## src/rtl/rom_copy_pkg.sv

```systemverilog
// rtl/rom_copy_pkg.sv - shared widths and FSM state types for the flash-to-RAM copy engine
package rom_copy_pkg;

    localparam int ROM_AW = 21;
    localparam int MEM_AW = 30;
    localparam int DW     = 32;

    typedef enum logic [1:0] {
        R_IDLE,
        R_WAIT,
        R_STALL
    } rd_state_t;

    typedef enum logic {
        W_IDLE,
        W_BUSY
    } wr_state_t;

endpackage

```

## src/rtl/rom_copy_buf.sv

```systemverilog
// rtl/rom_copy_buf.sv - single-entry word buffer between the flash read side and the RAM write side
module rom_copy_buf
    import rom_copy_pkg::*;
(
    input  logic          clk,
    input  logic          rst,
    input  logic          wr_en,
    input  logic [DW-1:0] wr_data,
    input  logic          rd_en,
    output logic          valid,
    output logic [DW-1:0] data
);

    logic          valid_q, valid_d;
    logic [DW-1:0] data_q, data_d;

    // A write wins over a same-cycle read so drain and refill can share one edge.
    always_comb begin
        valid_d = valid_q;
        data_d  = data_q;
        if (wr_en) begin
            valid_d = 1'b1;
            data_d  = wr_data;
        end else if (rd_en) begin
            valid_d = 1'b0;
        end
    end

    always_ff @(posedge clk or posedge rst) begin
        if (rst) begin
            valid_q <= 1'b0;
            data_q  <= '0;
        end else begin
            valid_q <= valid_d;
            data_q  <= data_d;
        end
    end

    assign valid = valid_q;
    assign data  = data_q;

endmodule

```

## src/rtl/rom_copy.sv

```systemverilog
// rtl/rom_copy.sv - boot block-copy engine moving words from the flash ROM port to a RAM port
// Optional running checksum of copied words enabled by ROM_COPY_CHECKSUM_EN.
module rom_copy
    import rom_copy_pkg::*;
#(
    parameter int CNT_W = 16
) (
    input  logic              clk,
    input  logic              rst,
    input  logic              start,
    input  logic [ROM_AW-1:0] src_addr,
    input  logic [MEM_AW-1:0] dst_addr,
    input  logic [CNT_W-1:0]  count,
    output logic              busy,
    output logic              done,
    output logic [DW-1:0]     checksum,
    output logic              rom_stb,
    output logic              rom_we,
    output logic [ROM_AW-1:0] rom_addr,
    input  logic [DW-1:0]     rom_data,
    input  logic              rom_ack,
    output logic              mem_stb,
    output logic              mem_we,
    output logic [MEM_AW-1:0] mem_addr,
    output logic [DW-1:0]     mem_data,
    input  logic              mem_ack
);

    rd_state_t rd_state_q, rd_state_d;
    wr_state_t wr_state_q, wr_state_d;

    logic              busy_q, busy_d;
    logic              done_q, done_d;
    logic              rom_stb_q, rom_stb_d;
    logic [ROM_AW-1:0] rom_addr_q, rom_addr_d;
    logic              mem_stb_q, mem_stb_d;
    logic              mem_we_q, mem_we_d;
    logic [MEM_AW-1:0] mem_addr_q, mem_addr_d;
    logic [DW-1:0]     mem_data_q, mem_data_d;
    logic [CNT_W-1:0]  cnt_q, cnt_d;
    logic [CNT_W-1:0]  req_cnt_q, req_cnt_d;
    logic [CNT_W-1:0]  wr_cnt_q, wr_cnt_d;

    logic          accept, buf_valid, buf_drain, buf_free, rd_due, rom_fire, last_wr;
    logic [DW-1:0] buf_data;

    assign accept    = start & ~busy_q;
    assign buf_drain = (wr_state_q == W_BUSY) & mem_ack;
    assign buf_free  = ~buf_valid | buf_drain;
    assign rd_due    = busy_q & (req_cnt_q < cnt_q);
    // Acks outside R_WAIT (e.g. a read left over from a reset) are ignored.
    assign rom_fire  = (rd_state_q == R_WAIT) & rom_ack;
    assign last_wr   = buf_drain & ((wr_cnt_q + CNT_W'(1)) == cnt_q);

    rom_copy_buf u_buf (
        .clk     (clk),
        .rst     (rst),
        .wr_en   (rom_fire),
        .wr_data (rom_data),
        .rd_en   (buf_drain),
        .valid   (buf_valid),
        .data    (buf_data)
    );

    always_ff @(posedge clk or posedge rst) begin
        if (rst) begin
            rd_state_q <= R_IDLE;
            wr_state_q <= W_IDLE;
        end else begin
            rd_state_q <= rd_state_d;
            wr_state_q <= wr_state_d;
        end
    end

    always_comb begin
        rd_state_d = rd_state_q;
        case (rd_state_q)
            R_IDLE:  if (rd_due) rd_state_d = buf_free ? R_WAIT : R_STALL;
            R_STALL: if (!busy_q) rd_state_d = R_IDLE;
                     else if (buf_free) rd_state_d = R_WAIT;
            R_WAIT:  if (rom_ack) rd_state_d = R_IDLE;
            default: rd_state_d = R_IDLE;
        endcase

        wr_state_d = wr_state_q;
        case (wr_state_q)
            W_IDLE:  if (buf_valid && busy_q) wr_state_d = W_BUSY;
            W_BUSY:  if (mem_ack) wr_state_d = W_IDLE;
            default: wr_state_d = W_IDLE;
        endcase
    end

`ifdef ROM_COPY_CHECKSUM_EN
    logic [DW-1:0] checksum_q, checksum_d;
`endif

    always_comb begin
        busy_d     = busy_q;
        done_d     = 1'b0;
        rom_stb_d  = rom_stb_q;
        rom_addr_d = rom_addr_q;
        mem_stb_d  = mem_stb_q;
        mem_addr_d = mem_addr_q;
        mem_data_d = mem_data_q;
        cnt_d      = cnt_q;
        req_cnt_d  = req_cnt_q;
        wr_cnt_d   = wr_cnt_q;
`ifdef ROM_COPY_CHECKSUM_EN
        checksum_d = checksum_q;
`endif

        if (accept) begin
            if (count != '0) begin
                busy_d     = 1'b1;
                rom_addr_d = src_addr;
                mem_addr_d = dst_addr;
                cnt_d      = count;
                req_cnt_d  = '0;
                wr_cnt_d   = '0;
`ifdef ROM_COPY_CHECKSUM_EN
                checksum_d = '0;
`endif
            end else begin
                done_d = 1'b1;
            end
        end

        if ((rd_state_q != R_WAIT) && (rd_state_d == R_WAIT)) begin
            rom_stb_d = 1'b1;
            req_cnt_d = req_cnt_q + CNT_W'(1);
        end
        if (rom_fire) begin
            rom_stb_d  = 1'b0;
            rom_addr_d = rom_addr_q + ROM_AW'(1);
        end

        if ((wr_state_q == W_IDLE) && (wr_state_d == W_BUSY)) begin
            mem_stb_d  = 1'b1;
            mem_data_d = buf_data;
        end
        if (buf_drain) begin
            mem_stb_d  = 1'b0;
            mem_addr_d = mem_addr_q + MEM_AW'(1);
            wr_cnt_d   = wr_cnt_q + CNT_W'(1);
`ifdef ROM_COPY_CHECKSUM_EN
            checksum_d = checksum_q + mem_data_q;
`endif
        end

        if (last_wr) begin
            busy_d = 1'b0;
            done_d = 1'b1;
        end

        mem_we_d = mem_stb_d;
    end

    always_ff @(posedge clk or posedge rst) begin
        if (rst) begin
            busy_q     <= 1'b0;
            done_q     <= 1'b0;
            rom_stb_q  <= 1'b0;
            rom_addr_q <= '0;
            mem_stb_q  <= 1'b0;
            mem_we_q   <= 1'b0;
            mem_addr_q <= '0;
            mem_data_q <= '0;
            cnt_q      <= '0;
            req_cnt_q  <= '0;
            wr_cnt_q   <= '0;
        end else begin
            busy_q     <= busy_d;
            done_q     <= done_d;
            rom_stb_q  <= rom_stb_d;
            rom_addr_q <= rom_addr_d;
            mem_stb_q  <= mem_stb_d;
            mem_we_q   <= mem_we_d;
            mem_addr_q <= mem_addr_d;
            mem_data_q <= mem_data_d;
            cnt_q      <= cnt_d;
            req_cnt_q  <= req_cnt_d;
            wr_cnt_q   <= wr_cnt_d;
        end
    end

`ifdef ROM_COPY_CHECKSUM_EN
    always_ff @(posedge clk or posedge rst) begin
        if (rst) checksum_q <= '0;
        else     checksum_q <= checksum_d;
    end
    assign checksum = checksum_q;
`else
    assign checksum = '0;
`endif

    assign busy     = busy_q;
    assign done     = done_q;
    assign rom_stb  = rom_stb_q;
    assign rom_we   = 1'b0;
    assign rom_addr = rom_addr_q;
    assign mem_stb  = mem_stb_q;
    assign mem_we   = mem_we_q;
    assign mem_addr = mem_addr_q;
    assign mem_data = mem_data_q;

endmodule
```

## config.mk

```make
export PLATFORM = sky130hd
export DESIGN_NAME = rom_copy
export DESIGN_NICKNAME = d
export VERILOG_FILES = /design/src/rtl/rom_copy_pkg.sv /design/src/rtl/rom_copy_buf.sv /design/src/rtl/rom_copy.sv
export SDC_FILE = /design/constraint.sdc
export NUM_CORES = 1
export LEC_CHECK = 0
export ABC_CLOCK_PERIOD_IN_PS = 14100
export CORE_MARGIN = 4
export CORE_UTILIZATION = 52
export DETAILED_ROUTE_END_ITERATION = 7
export PLACE_DENSITY = 0.83
export RECOVER_POWER = 25
export SLEW_MARGIN = 20
export SYNTH_ARGS = -nofsm -noshare
export SYNTH_HDL_FRONTEND = slang
export SYNTH_HIERARCHICAL = 1
export SYNTH_SLANG_ARGS = --single-unit
```

## constraint.sdc

```tcl
create_clock -name clk -period 14.1 [get_ports clk]
set_input_delay 3.525 -clock clk [delete_from_list [all_inputs] [get_ports clk]]
set_output_delay 3.525 -clock clk [all_outputs]
set_load 0.1 [all_outputs]
```

Word level (Yosys, flattened, before mapping):

Index checks and enable logic that the tools add are counted.

* input port bits: 104
* register bits: 171
* output and inout bits: 121
* logic and storage cells: 85

* reductions and logical operators: 21
* multiplexer cells: 31
* magnitude comparators: 1
* add/subtract/negate cells: 4
* eq/ne operators: 5
* bitwise logic cells: 9

Operators by type and width (count)
* 30-bit 2-to-1 mux: 3
* 16-bit 2-to-1 mux: 4
* 21-bit 2-to-1 mux: 3
* 16-bit by 1-bit adder with 16-bit output (second input constant): 2
* 30-bit by 1-bit adder with 30-bit output (second input constant): 1
* 2-bit nonzero test: 11
* 21-bit by 1-bit adder with 21-bit output (second input constant): 1
* 16-bit == test: 1
* 16-bit less-than comparator: 1
* 16-bit nonzero test: 1
* 1-bit 2-to-1 mux: 14
* 2-bit 2-to-1 mux: 5
* 2-bit AND reduction: 5
* 2-bit case mux with 3 select lines: 1
* 1-bit bitwise AND: 5
* 2-bit by 1-bit == test with 1-bit output (second input constant): 2
* 1-bit logical AND: 3
* 1-bit inverter: 3
* 2-bit == test (second input constant): 1
* 2-bit zero test: 1
* 2-bit by 1-bit != test with 1-bit output (second input constant): 1
* 1-bit case mux with 2 select lines: 1
* 1-bit OR: 1

Logic depth before layout (Yosys ltp):

Gate-level depths: netlist (run 1).

* depth after elaboration: 9
* depth in mapped cells: 9
* depth with buffers taken out: 8

By module:

The synthesis (run 1) kept the hierarchy.

Modules (own cells, without submodules)
* rom_copy: cells an instance 828, times used 1, seq. area each 3453.3 µm², area an instance 7810.0 µm²
* rom_copy_buf: cells an instance 72, times used 1, seq. area each 825.8 µm², area an instance 1381.3 µm²

Least setup slack after synthesis (run 1):

Ideal clock, no wire load.

* kind: input -> register
* from: in count[9]
* to: reg cnt_q[10]
* required time: 13975 ps
* setup slack: 8779 ps
* arrival time: 5197 ps
* setup time: 125 ps
* path buffers: 2
* cell stages on the path: 5
* cells stage by stage: or4_4 > o41ai_4 > buf_4 > buf_4 > mux2_2

* cells in the longest elaborated chain, start to end: 2

RTL lines
* from (decl): RTL line rom_copy.sv:13 `input logic [CNT_W-1:0] count,`
* 16-bit nonzero test: RTL line rom_copy.sv:113 `if (count != '0) begin`
* 2-bit AND reduction (no line)
* to (signal assigned): RTL line rom_copy.sv:180 `cnt_q <= cnt_d;`
* to (decl): RTL line rom_copy.sv:40 `logic [CNT_W-1:0] cnt_q, cnt_d;`

Every way passes these cells.
A chain may end at the register's enable or synchronous reset.

Final worst setup path (run 1):

* from: in count[0]
* to: reg mem_addr_q[28] (netlist: mem_addr[28])

* cells in the longest elaborated chain, start to end: 3

RTL lines
* 16-bit nonzero test: RTL line rom_copy.sv:113
* 2-bit nonzero test (no line)
* 2-bit AND reduction (no line)
* to (signal assigned): RTL line rom_copy.sv:178 `mem_addr_q <= mem_addr_d;`
* to (decl): RTL line rom_copy.sv:38 `logic [MEM_AW-1:0] mem_addr_q, mem_addr_d;`

Every way passes these cells.

==> results of run 1 <==
-- through the flow --
step | power [mW] | instances | util (%) | cell area (sq um) | worst slack (ns)
finish | 3.07 | 1313 | 67.6 | 11700 | 7.26
global route | 3.22 | 1313 | 67.6 | 11700 | 7.00
CTS | 3.08 | 1313 | 67.6 | 11700 | 7.29
detailed placement | 2.57 | 1281 | 64.0 | 11100 | 6.93
global placement | 2.53 | 1281 | 64.0 | 11100 | 7.03
floorplan | 2.18 | 932 | - | 9310 | 6.88
-- synthesized netlist by cell type (3+ instances only) --
| master | n |
|---|---|
| buf_12 | 3 |
| o221a_2 | 8 |
| nand2b_1 | 6 |
| nor3b_1 | 10 |
| mux2_4 | 29 |
| ha_1 | 19 |
| clkbuf_1 | 17 |
| or3_1 | 4 |
| o21ai_0 | 49 |
| a311oi_1 | 7 |
| a31oi_1 | 8 |
| nand3_1 | 41 |
| or4_1 | 3 |
| and3_1 | 15 |
| nor2_1 | 75 |
| xor2_1 | 8 |
| buf_2 | 11 |
| o32ai_1 | 4 |
| o31ai_1 | 5 |
| nor4_1 | 12 |
| and4_1 | 6 |
| buf_4 | 41 |
| nor3_1 | 18 |
| dfrtp_1 | 171 |
| a21oi_1 | 40 |
| inv_1 | 30 |
| a211oi_1 | 18 |
| a21o_1 | 4 |
| xnor2_1 | 20 |
| or2_2 | 5 |
| o22ai_1 | 12 |
| mux2_2 | 51 |
| and2_1 | 6 |
| mux2i_1 | 3 |
| a211o_1 | 6 |
| nand2_1 | 81 |
| nand4_1 | 17 |
-- state kept, by name, summed over array words and instances (netlist names), 2 cells and up --
signal      flops
mem_data       32
u_buf/data     32
mem_addr       30
rom_addr       21
cnt_q          16
req_cnt_q      16
wr_cnt_q       16
rd_state_q      2
-- final cells by class --
cell class / count / share of cell area [%]
multi-input cells: 656 / 37.8
flip-flops and latches: 171 / 36.6
repair buffers: 199 / 16.8
clock buffers: 19 / 3.79
well taps: 225 / 2.41
clock inverters: 13 / 1.64
inverters: 30 / 0.974
-- tightest hold or removal path, cell delays in order (launching register included) --
cell     delay [ns]
dfrtp_1        0.35
nand2_1        0.05
nand2_1        0.06
-- worst min path at each step --
stage / from / end / slack [ns] / depth (start not counted)
after detailed placement: rom_stb$_DFFE_PP0P_ / rom_stb$_DFFE_PP0P_ / 0.48 / 2
after floorplan: wr_cnt_q[15]$_DFFE_PP0P_ / wr_cnt_q[15]$_DFFE_PP0P_ / 0.47 / 1
after CTS: rom_stb$_DFFE_PP0P_ / rom_stb$_DFFE_PP0P_ / 0.50 / 2
after global placement: rom_stb$_DFFE_PP0P_ / rom_stb$_DFFE_PP0P_ / 0.47 / 2
after global routing: mem_data[10]$_DFFE_PP0P_ / mem_data[10]$_DFFE_PP0P_ / 0.53 / 1
final: rom_stb$_DFFE_PP0P_ / rom_stb$_DFFE_PP0P_ / 0.49 / 2
-- routing by layer --
metal / vias up / track usage (%) / part of all wire [%]
li1: 3557 / - / -
met1: 3699 / 29.6 / 41
met2: 317 / 38.4 / 48
met3: 16 / 8.18 / 9.2
met4: 2 / 4.49 / 0.81
met5: - / 0 / 0.055
-- power by group through the flow --
stage / clock (mW) / sequential (mW) / combinational (mW)
3_3_place_gp: 0 / 0.862 / 1.67
2_1_floorplan: 0 / 1.56 / 0.626
3_5_place_dp: 0 / 0.873 / 1.70
5_1_grt: 0.532 / 0.897 / 1.79
6_report: 0.502 / 0.871 / 1.70
4_1_cts: 0.510 / 0.869 / 1.70
-- kinds of logic after synthesis --
family          after synthesis
compound gates              184
xor+xnor                     28
fa+ha+maj                    19
buf+inv                     105
flops                       171
mux                          83
other cells                   1
simple gates                309
==> results.json, run 1 <==
{
  "status": "finished, violations left",
  "violations": "capacitance limit, slew limit",
  "r2r-end": "busy$_DFFE_PP0P_",
  "synth_compound_area_share_pct": 13.5,
  "routed_wl_microns": 23400,
  "cp_num_buf_inv": 2,
  "r2r_setup_slack_ns": 11.31,
  "yosysTopAreaCellShare_pct": 46.6,
  "setup_violations": 0,
  "multi_input_area_sq_mm": 0.00441,
  "synth-simple-area-share_pct": 16.6,
  "synthToLayoutAreaGrowth_pct": 27.1,
  "synth_adder_area_share_pct": 2.59,
  "synth_flop_cell": "dfrtp_1",
  "synthMuxAreaShare_pct": 11.3,
  "synth_top_family_by_area": "simple AND/OR/NAND/NOR gates",
  "clk_path_buf_depth": 2,
  "period_share_pct": 48.5,
  "die_area_sq_mm": 0.0199,
  "drtAntennaViolNets": 0,
  "cts.sinks": 171,
  "startpoint_type": "input pin",
  "fillers": 1361,
  "internal_power_mw": 1.51,
  "syn_inst": 900,
  "worstMarginPinSlew_ns": 3.14,
  "synth_seq_cells": 171,
  "ctsHoldBuffers": 0,
  "antenna_found_initial": 1,
  "ctsHtreeMaxLevel": 4,
  "coreArea_sq_mm": 0.0173,
  "timing.critical_path.from": "count[0]",
  "switching_power_mw": 1.56,
  "p_clk_share_pct": 16.4,
  "vias_per_cell": 5.78,
  "endpoint": "mem_addr[28]$_DFFE_PP0P_",
  "netlist_area_sq_mm": 0.00919,
  "synth_xor_area_share_pct": 2.67,
  "pwr-share-seq_pct": 28.3,
  "seq_area_frac_synth_pct": 46.6,
  "clkTransAtPathRegs_ns": 0.06,
  "yosysTopAreaCell": "dfrtp_1",
  "final-seq-area_sq_mm": 0.00428,
  "grt_pass1_vias": 7304,
  "drc_errors": 0,
  "period_minus_slack_ns": 6.84,
  "critPathKind": "input pin to flop",
  "synth_area_leaders": "dfrtp_1 47%, mux2_2 6.2%, mux2_4 4.7%, buf_4 3.3%, nand2_1 3.3%",
  "drt_iter0_drc": 438,
  "reg2reg_depth": 9,
  "cpPeakStageDelay_ns": 0.92,
  "crit_path_cell_trace": "clkdlybuf4s50_1 -> or4_1 -> o41ai_4 -> buf_4 -> nand2b_1 -> nor2_1 -> a311oi_1",
  "numCtsBuffers": 17,
  "slew_viol_final": 140,
  "rsz0062_at_grt": "false",
  "grt_pass1_wl_microns": 37400,
  "root_buffer": "clkbuf_16",
  "clock.fmax_mhz": 146,
  "comb_power_share_pct": 55.3,
  "critPathTopFamily": "simple AND/OR/NAND/NOR gates",
  "num-nets-final": 1198,
  "hold_viol_final": 0,
  "grt_use_total_pct": 23.1,
  "async_flop_share_pct": 100,
  "critPathMaxFanout": 34,
  "drv_cap": 3,
  "routabilityCongestion": 0.858,
  "antenna_cells": 0,
  "wire_per_inst_microns": 17.8,
  "final_common_cell": "clkdlybuf4s50_1",
  "cp.arrival_ns": 7.15,
  "die_y_microns": 141,
  "rows": 48,
  "vdd_drop_max_mv": 0.253,
  "fp.dieW_microns": 141,
  "cts_tree": "yes",
  "ys_warn_count": 6,
  "hold_class": "flop to flop",
  "vias": 7591,
  "synth_edf_count": 0,
  "post_cts_buffers": 0,
  "grt_max_degree": 71,
  "io-pin-count": 225,
  "drive_gt1_share_pct": 12.7,
  "clkLatencyLatePin_ns": 0.43,
  "port_buffers": 191,
  "end_kind": "flop",
  "place_hpwl_microns": 16500,
  "grt_overflow_total": 0,
  "slowest_stage": "nand2b_1",
  "cp.required_ns": 14.41,
  "r2r-start": "wr_state_q$_DFF_PP0_",
  "maxSlewHeadroom_pct": -111,
  "final_cell_mix": "189 x clkdlybuf4s50_1, 171 x dfrtp_1, 81 x nand2_1",
  "p_sw_share_pct": 50.8,
  "start_util_pct": 53.1,
  "cp_num_cells": 7,
  "leakagePower_nw": 4.92,
  "first_pass_iters": 5,
  "clock_skew_ns": 0.0116,
  "powerDensity_mw_per_mm2": 263,
  "ctsResizeCount": 0,
  "fin_setup_tns_ns": 0,
  "hold_ws_ns": 0.489,
  "synth.lib_cells_used.distinct": 66,
  "post_synth.cell_area_avg_sq_um": 10.2
}
(Power assumes the default switching activity.)
==> inputs of run 2 (changes only) <==
--- a/config.mk
+++ b/config.mk
@@ -5,11 +5,11 @@
 export SDC_FILE = /design/constraint.sdc
 export NUM_CORES = 1
 export LEC_CHECK = 0
-export ABC_CLOCK_PERIOD_IN_PS = 14100
+export ABC_CLOCK_PERIOD_IN_PS = 6180
 export CORE_MARGIN = 4
-export CORE_UTILIZATION = 52
+export CORE_UTILIZATION = 45
 export DETAILED_ROUTE_END_ITERATION = 7
-export PLACE_DENSITY = 0.83
+export PLACE_DENSITY = 0.77
 export RECOVER_POWER = 25
 export SLEW_MARGIN = 20
 export SYNTH_ARGS = -nofsm -noshare
==> constraint.sdc (replaced) <==
create_clock -name clk -period 6.18 [get_ports clk]
set_input_delay 1.545 -clock clk [delete_from_list [all_inputs] [get_ports clk]]
set_output_delay 1.545 -clock clk [all_outputs]
set_load 0.1 [all_outputs]
==> results.json, run 2 (synthesis gave the netlist of run 1 again) <==
{
  "fp.dieW_microns": 151,
  "violations": "capacitance limit, slew limit",
  "routed_wl_microns": 22900,
  "antenna_found_initial": 3,
  "hold_class": "flop to flop",
  "drv_cap": 4,
  "reg2reg_depth": 6,
  "setup_violations": 0,
  "synthToLayoutAreaGrowth_pct": 27.4,
  "fillers": 1744,
  "drt_iter0_drc": 564,
  "r2r-end": "mem_addr[9]$_DFFE_PP0P_",
  "drtAntennaViolNets": 0,
  "ctsHtreeMaxLevel": 4,
  "clkTransAtPathRegs_ns": 0.07,
  "grt_pass1_wl_microns": 36900,
  "final_core_util_pct": 58.1,
  "final_cell_mix": "190 x clkdlybuf4s50_1, 171 x dfrtp_1, 81 x nand2_1",
  "num-nets-final": 1198,
  "ctsHoldBuffers": 0,
  "startpoint_type": "input pin",
  "clock_skew_ns": 0.00818,
  "vias_per_cell": 5.49,
  "clock.fmax_mhz": 201,
  "vdd_drop_max_mv": 0.519,
  "r2r_setup_slack_ns": 2.38,
  "vias": 7460,
  "end_kind": "flop",
  "io-pin-count": 225,
  "root_buffer": "clkbuf_16",
  "drc_errors": 0,
  "wire_per_inst_microns": 16.9,
  "status": "finished, violations left",
  "port_buffers": 191,
  "cts_tree": "yes",
  "die_y_microns": 151,
  "hold_depth": 2,
  "hold_viol_final": 0,
  "hold_ws_ns": 0.502,
  "numCtsBuffers": 17,
  "final_common_cell": "clkdlybuf4s50_1",
  "fin_setup_tns_ns": 0,
  "maxSlewHeadroom_pct": -53.4,
  "drive_gt1_share_pct": 12.9,
  "placed_cell_area_sq_mm": 0.0111,
  "critPathKind": "input pin to flop",
  "endpoint": "mem_addr[9]$_DFFE_PP0P_",
  "first_pass_iters": 5,
  "timing.critical_path.from": "mem_ack",
  "worstMarginPinSlew_ns": 2.30,
  "rsz0062_at_grt": "false",
  "die_area_sq_mm": 0.0228,
  "r2r-start": "wr_state_q$_DFF_PP0_",
  "period_share_pct": 80.3,
  "ctsResizeCount": 0,
  "rows": 52,
  "final_cell_area_sq_mm": 0.0117,
  "cts.sinks": 171,
  "slew_viol_final": 212,
  "post_cts_buffers": 0,
  "grt_overflow_total": 0,
  "placedCellCount": 1326,
  "grt_pass1_vias": 7365,
  "coreArea_sq_mm": 0.0202,
  "critPathMaxFanout": 35,
  "start_util_pct": 45.6,
  "clkLatencyLatePin_ns": 0.44,
  "final_cells": 1360,
  "period_minus_slack_ns": 4.97,
  "leakagePower_nw": 4.89,
  "grt_max_degree": 107,
  "powerDensity_mw_per_mm2": 590,
  "place_hpwl_microns": 16400,
  "grt_use_total_pct": 20.1,
  "routabilityCongestion": 0.895,
  "cp.required_ns": 6.52,
  "cp.arrival_ns": 5.31,
  "clk_path_buf_depth": 2
}
## run 2: cell count changes in the layout (fill, tap and decap cells not counted), moves of 2 or more
cell,before,now
clkinvlp_4,0,3
clkinv_4,5,1
clkinv_2,2,0
diode_2,0,2
bufinv_16,4,0
clkinv_8,0,4
inv_8,0,5
## run 2: worst min path at each step
stage,from,end,slack (ns)
4_1_cts,rom_stb$_DFFE_PP0P_,rom_stb$_DFFE_PP0P_,0.51
3_3_place_gp,rom_stb$_DFFE_PP0P_,rom_stb$_DFFE_PP0P_,0.46
2_1_floorplan,wr_cnt_q[15]$_DFFE_PP0P_,wr_cnt_q[15]$_DFFE_PP0P_,0.47
5_1_grt,rom_stb$_DFFE_PP0P_,rom_stb$_DFFE_PP0P_,0.51
6_report,rom_stb$_DFFE_PP0P_,rom_stb$_DFFE_PP0P_,0.50
3_5_place_dp,rom_stb$_DFFE_PP0P_,rom_stb$_DFFE_PP0P_,0.47
## run 2: cell type report
type / count / area [sq um] / area share [%]
diodes: 2 / 5.00 / 0.0427
clock buffers: 17 / 425 / 3.63
clock inverters: 15 / 171 / 1.46
inverters: 30 / 116 / 0.994
multi-input cells: 656 / 4420 / 37.7
flip-flops and latches: 171 / 4280 / 36.5
well taps: 270 / 338 / 2.88
repair buffers: 199 / 1960 / 16.7
## run 2: power by group
group	leakage, nW	internal (mW)	switching (mW)
clock network	0.285	0.545	0.521
logic	2.57	1.19	2.68
registers	2.04	1.57	0.411
## run 2: worst max-delay path, stage by stage
cell and delay [ns]:
clkdlybuf4s50_1 0.42, nand2_1 0.08, clkbuf_1 1.19, inv_1 0.73, nor2_1 0.96, nor3_1 0.12
a211oi_1 0.24
## run 2: layer usage
layer	vias to the layer above	global-route usage, %	share of wire (%)	routed length, microns
li1	3558	-	-	-
met1	3564	25.8	42	9570
met2	288	31.3	46	10500
met3	46	7.75	10	2360
met4	4	7.03	2.2	495
met5	-	0	0.11	26
## run 2: metrics by stage
step | setup slack (ns) | power [mW]
5_1_grt | 0.980 | 7.28
6_report | 1.21 | 6.91
3_3_place_gp | 1.66 | 5.79
2_1_floorplan | 0.939 | 4.98
3_5_place_dp | 1.60 | 5.86
4_1_cts | 2.07 | 6.95
==> inputs of run 3 (changes only) <==
--- a/config.mk
+++ b/config.mk
@@ -5,11 +5,11 @@
 export SDC_FILE = /design/constraint.sdc
 export NUM_CORES = 1
 export LEC_CHECK = 0
-export ABC_CLOCK_PERIOD_IN_PS = 6180
+export ABC_CLOCK_PERIOD_IN_PS = 5050
 export CORE_MARGIN = 4
-export CORE_UTILIZATION = 45
+export CORE_UTILIZATION = 50
 export DETAILED_ROUTE_END_ITERATION = 7
-export PLACE_DENSITY = 0.77
+export PLACE_DENSITY = 0.81
 export RECOVER_POWER = 25
 export SLEW_MARGIN = 20
 export SYNTH_ARGS = -nofsm -noshare
==> constraint.sdc (replaced) <==
create_clock -name clk -period 5.05 [get_ports clk]
set_input_delay 1.2625 -clock clk [delete_from_list [all_inputs] [get_ports clk]]
set_output_delay 1.2625 -clock clk [all_outputs]
set_load 0.1 [all_outputs]
==> results.json, run 3 (synthesis gave the netlist of run 1 again) <==
{
  "fin_setup_tns_ns": 0,
  "cpMostUsedCell": "buf_4",
  "status": "finished, violations left",
  "post_cts_buffers": 0,
  "synthToLayoutAreaGrowth_pct": 27.5,
  "vias": 7610,
  "hold_viol_final": 0,
  "clkTransAtPathRegs_ns": 0.08,
  "fillers": 1415,
  "routed_wl_microns": 24200,
  "post-place-ws_ns": 1.07,
  "drc_errors": 0,
  "violations": "capacitance limit, slew limit",
  "start_util_pct": 51.0,
  "drtAntennaViolNets": 0,
  "cp_num_cells": 8,
  "final_core_util_pct": 65.0,
  "cpPeakStageDelay_ns": 0.65,
  "fp.dieW_microns": 144,
  "numCtsBuffers": 17,
  "reg2reg_depth": 9,
  "routabilityCongestion": 0.914,
  "end_kind": "flop",
  "port_buffers": 191,
  "vias_per_cell": 5.76,
  "maxSlewHeadroom_pct": -31.5,
  "cp.arrival_ns": 3.94,
  "slowest_stage": "or4_1",
  "startpoint_type": "input pin",
  "cp_num_buf_inv": 3,
  "grt_overflow_total": 0,
  "hold_depth": 2,
  "leakagePower_nw": 4.93,
  "crit_path_cell_trace": "clkdlybuf4s50_1 -> or4_1 -> o41ai_4 -> buf_4 -> nand2b_1 -> buf_4 -> nor2_1 -> a311oi_1",
  "grt_max_degree": 79,
  "powerDensity_mw_per_mm2": 726,
  "hold_class": "flop to flop",
  "clkLatencyLatePin_ns": 0.44,
  "drt_iter0_drc": 515,
  "final_cell_mix": "190 x clkdlybuf4s50_1, 171 x dfrtp_1, 81 x nand2_1",
  "slew_viol_final": 69,
  "layout_setup_ws_ns": 1.45,
  "root_buffer": "clkbuf_16",
  "rows": 49,
  "ctsHtreeMaxLevel": 4,
  "critPathKind": "input pin to flop",
  "clock.fmax_mhz": 278,
  "ctsHoldBuffers": 0,
  "io-pin-count": 225,
  "critPathMaxFanout": 28,
  "wire_per_inst_microns": 18.3,
  "place_hpwl_microns": 17000,
  "coreArea_sq_mm": 0.0180,
  "die_area_sq_mm": 0.0206,
  "worstMarginPinSlew_ns": 1.97,
  "clock_skew_ns": 0.0184,
  "antenna_cells": 0,
  "grt_use_total_pct": 23.3,
  "period_share_pct": 71.2,
  "clk_path_buf_depth": 2,
  "first_pass_iters": 5,
  "antenna_found_initial": 0,
  "vdd_drop_max_mv": 0.555,
  "final_common_cell": "clkdlybuf4s50_1",
  "num-nets-final": 1203,
  "rsz0062_at_grt": "false",
  "cp.required_ns": 5.39,
  "grt_pass1_wl_microns": 38400,
  "grt_pass1_vias": 7556,
  "cts_tree": "yes",
  "die_y_microns": 144,
  "cts.sinks": 171,
  "setup_violations": 0,
  "ctsResizeCount": 0,
  "drive_gt1_share_pct": 13.2,
  "drv_cap": 2,
  "period_minus_slack_ns": 3.60,
  "critPathTopFamily": "buffers and inverters"
}
## run 3: changes by cell type in the layout (fill, tap and decap cells not counted), sizes merged
cell / change
clkbuf: -1
clkinv: +2
inv: -1
clkinvlp: -1
buf: +6
diode: -2
## run 3: worst min-delay path: stages, from the launching register on
cell and delay [ns]:
dfrtp_1 0.34, nand2_1 0.05, nand2_1 0.05
## run 3: final cells by class
class / instances / area [sq um] / share of cell area, %
multi-input cells: 656 / 4410 / 37.7
flip-flops and latches: 171 / 4280 / 36.5
repair buffers: 204 / 2030 / 17.3
clock buffers: 17 / 425 / 3.63
well taps: 229 / 287 / 2.44
clock inverters: 15 / 171 / 1.46
inverters: 30 / 118 / 1.00
## run 3: power by group
group | total, mW | internal, mW | switching (mW)
Clock | 1.30 | 0.665 | 0.639
Combinational | 4.77 | 1.46 | 3.31
Sequential | 2.43 | 1.92 | 0.516
Total | 8.51 | 4.04 | 4.46
## run 3: per-layer routing
layer	vias up	track usage [%]	routed length [microns]
li1	3567	-	-
met2	340	38.3	11400
met4	0	5.40	236
met5	-	0	0
met1	3683	30.2	10100
met3	20	7.69	2460
## run 3: path summary, 6_finish.rpt
kind / endpoint / start / slack (ns)
worst max register to register: req_cnt_q[11]$_DFFE_PP0P_ / cnt_q[13]$_DFFE_PP0P_ / 2.18
min in group asynchronous: mem_data[3]$_DFFE_PP0P_ / rst / 1.49
worst min-delay path: rom_stb$_DFFE_PP0P_ / rom_stb$_DFFE_PP0P_ / 0.48
worst max-delay path: mem_addr[15]$_DFFE_PP0P_ / count[1] / 1.45
max in group asynchronous: u_buf/data[6]$_DFFE_PP0P_ / rst / 1.87
worst min register to register: rom_stb$_DFFE_PP0P_ / rom_stb$_DFFE_PP0P_ / 0.48
## run 3: stage by stage
step | power (mW) | std cells | cell area (sq um) | hold slack (ns)
finish | 8.51 | 1322 | 11700 | 0.476
global route | 8.93 | 1322 | 11700 | 0.503
CTS | 8.54 | 1322 | 11700 | 0.480
detailed placement | 7.20 | 1290 | 11100 | 0.463
global placement | 7.11 | 1290 | 11100 | 0.462
floorplan | 6.09 | 932 | 9310 | 0.471
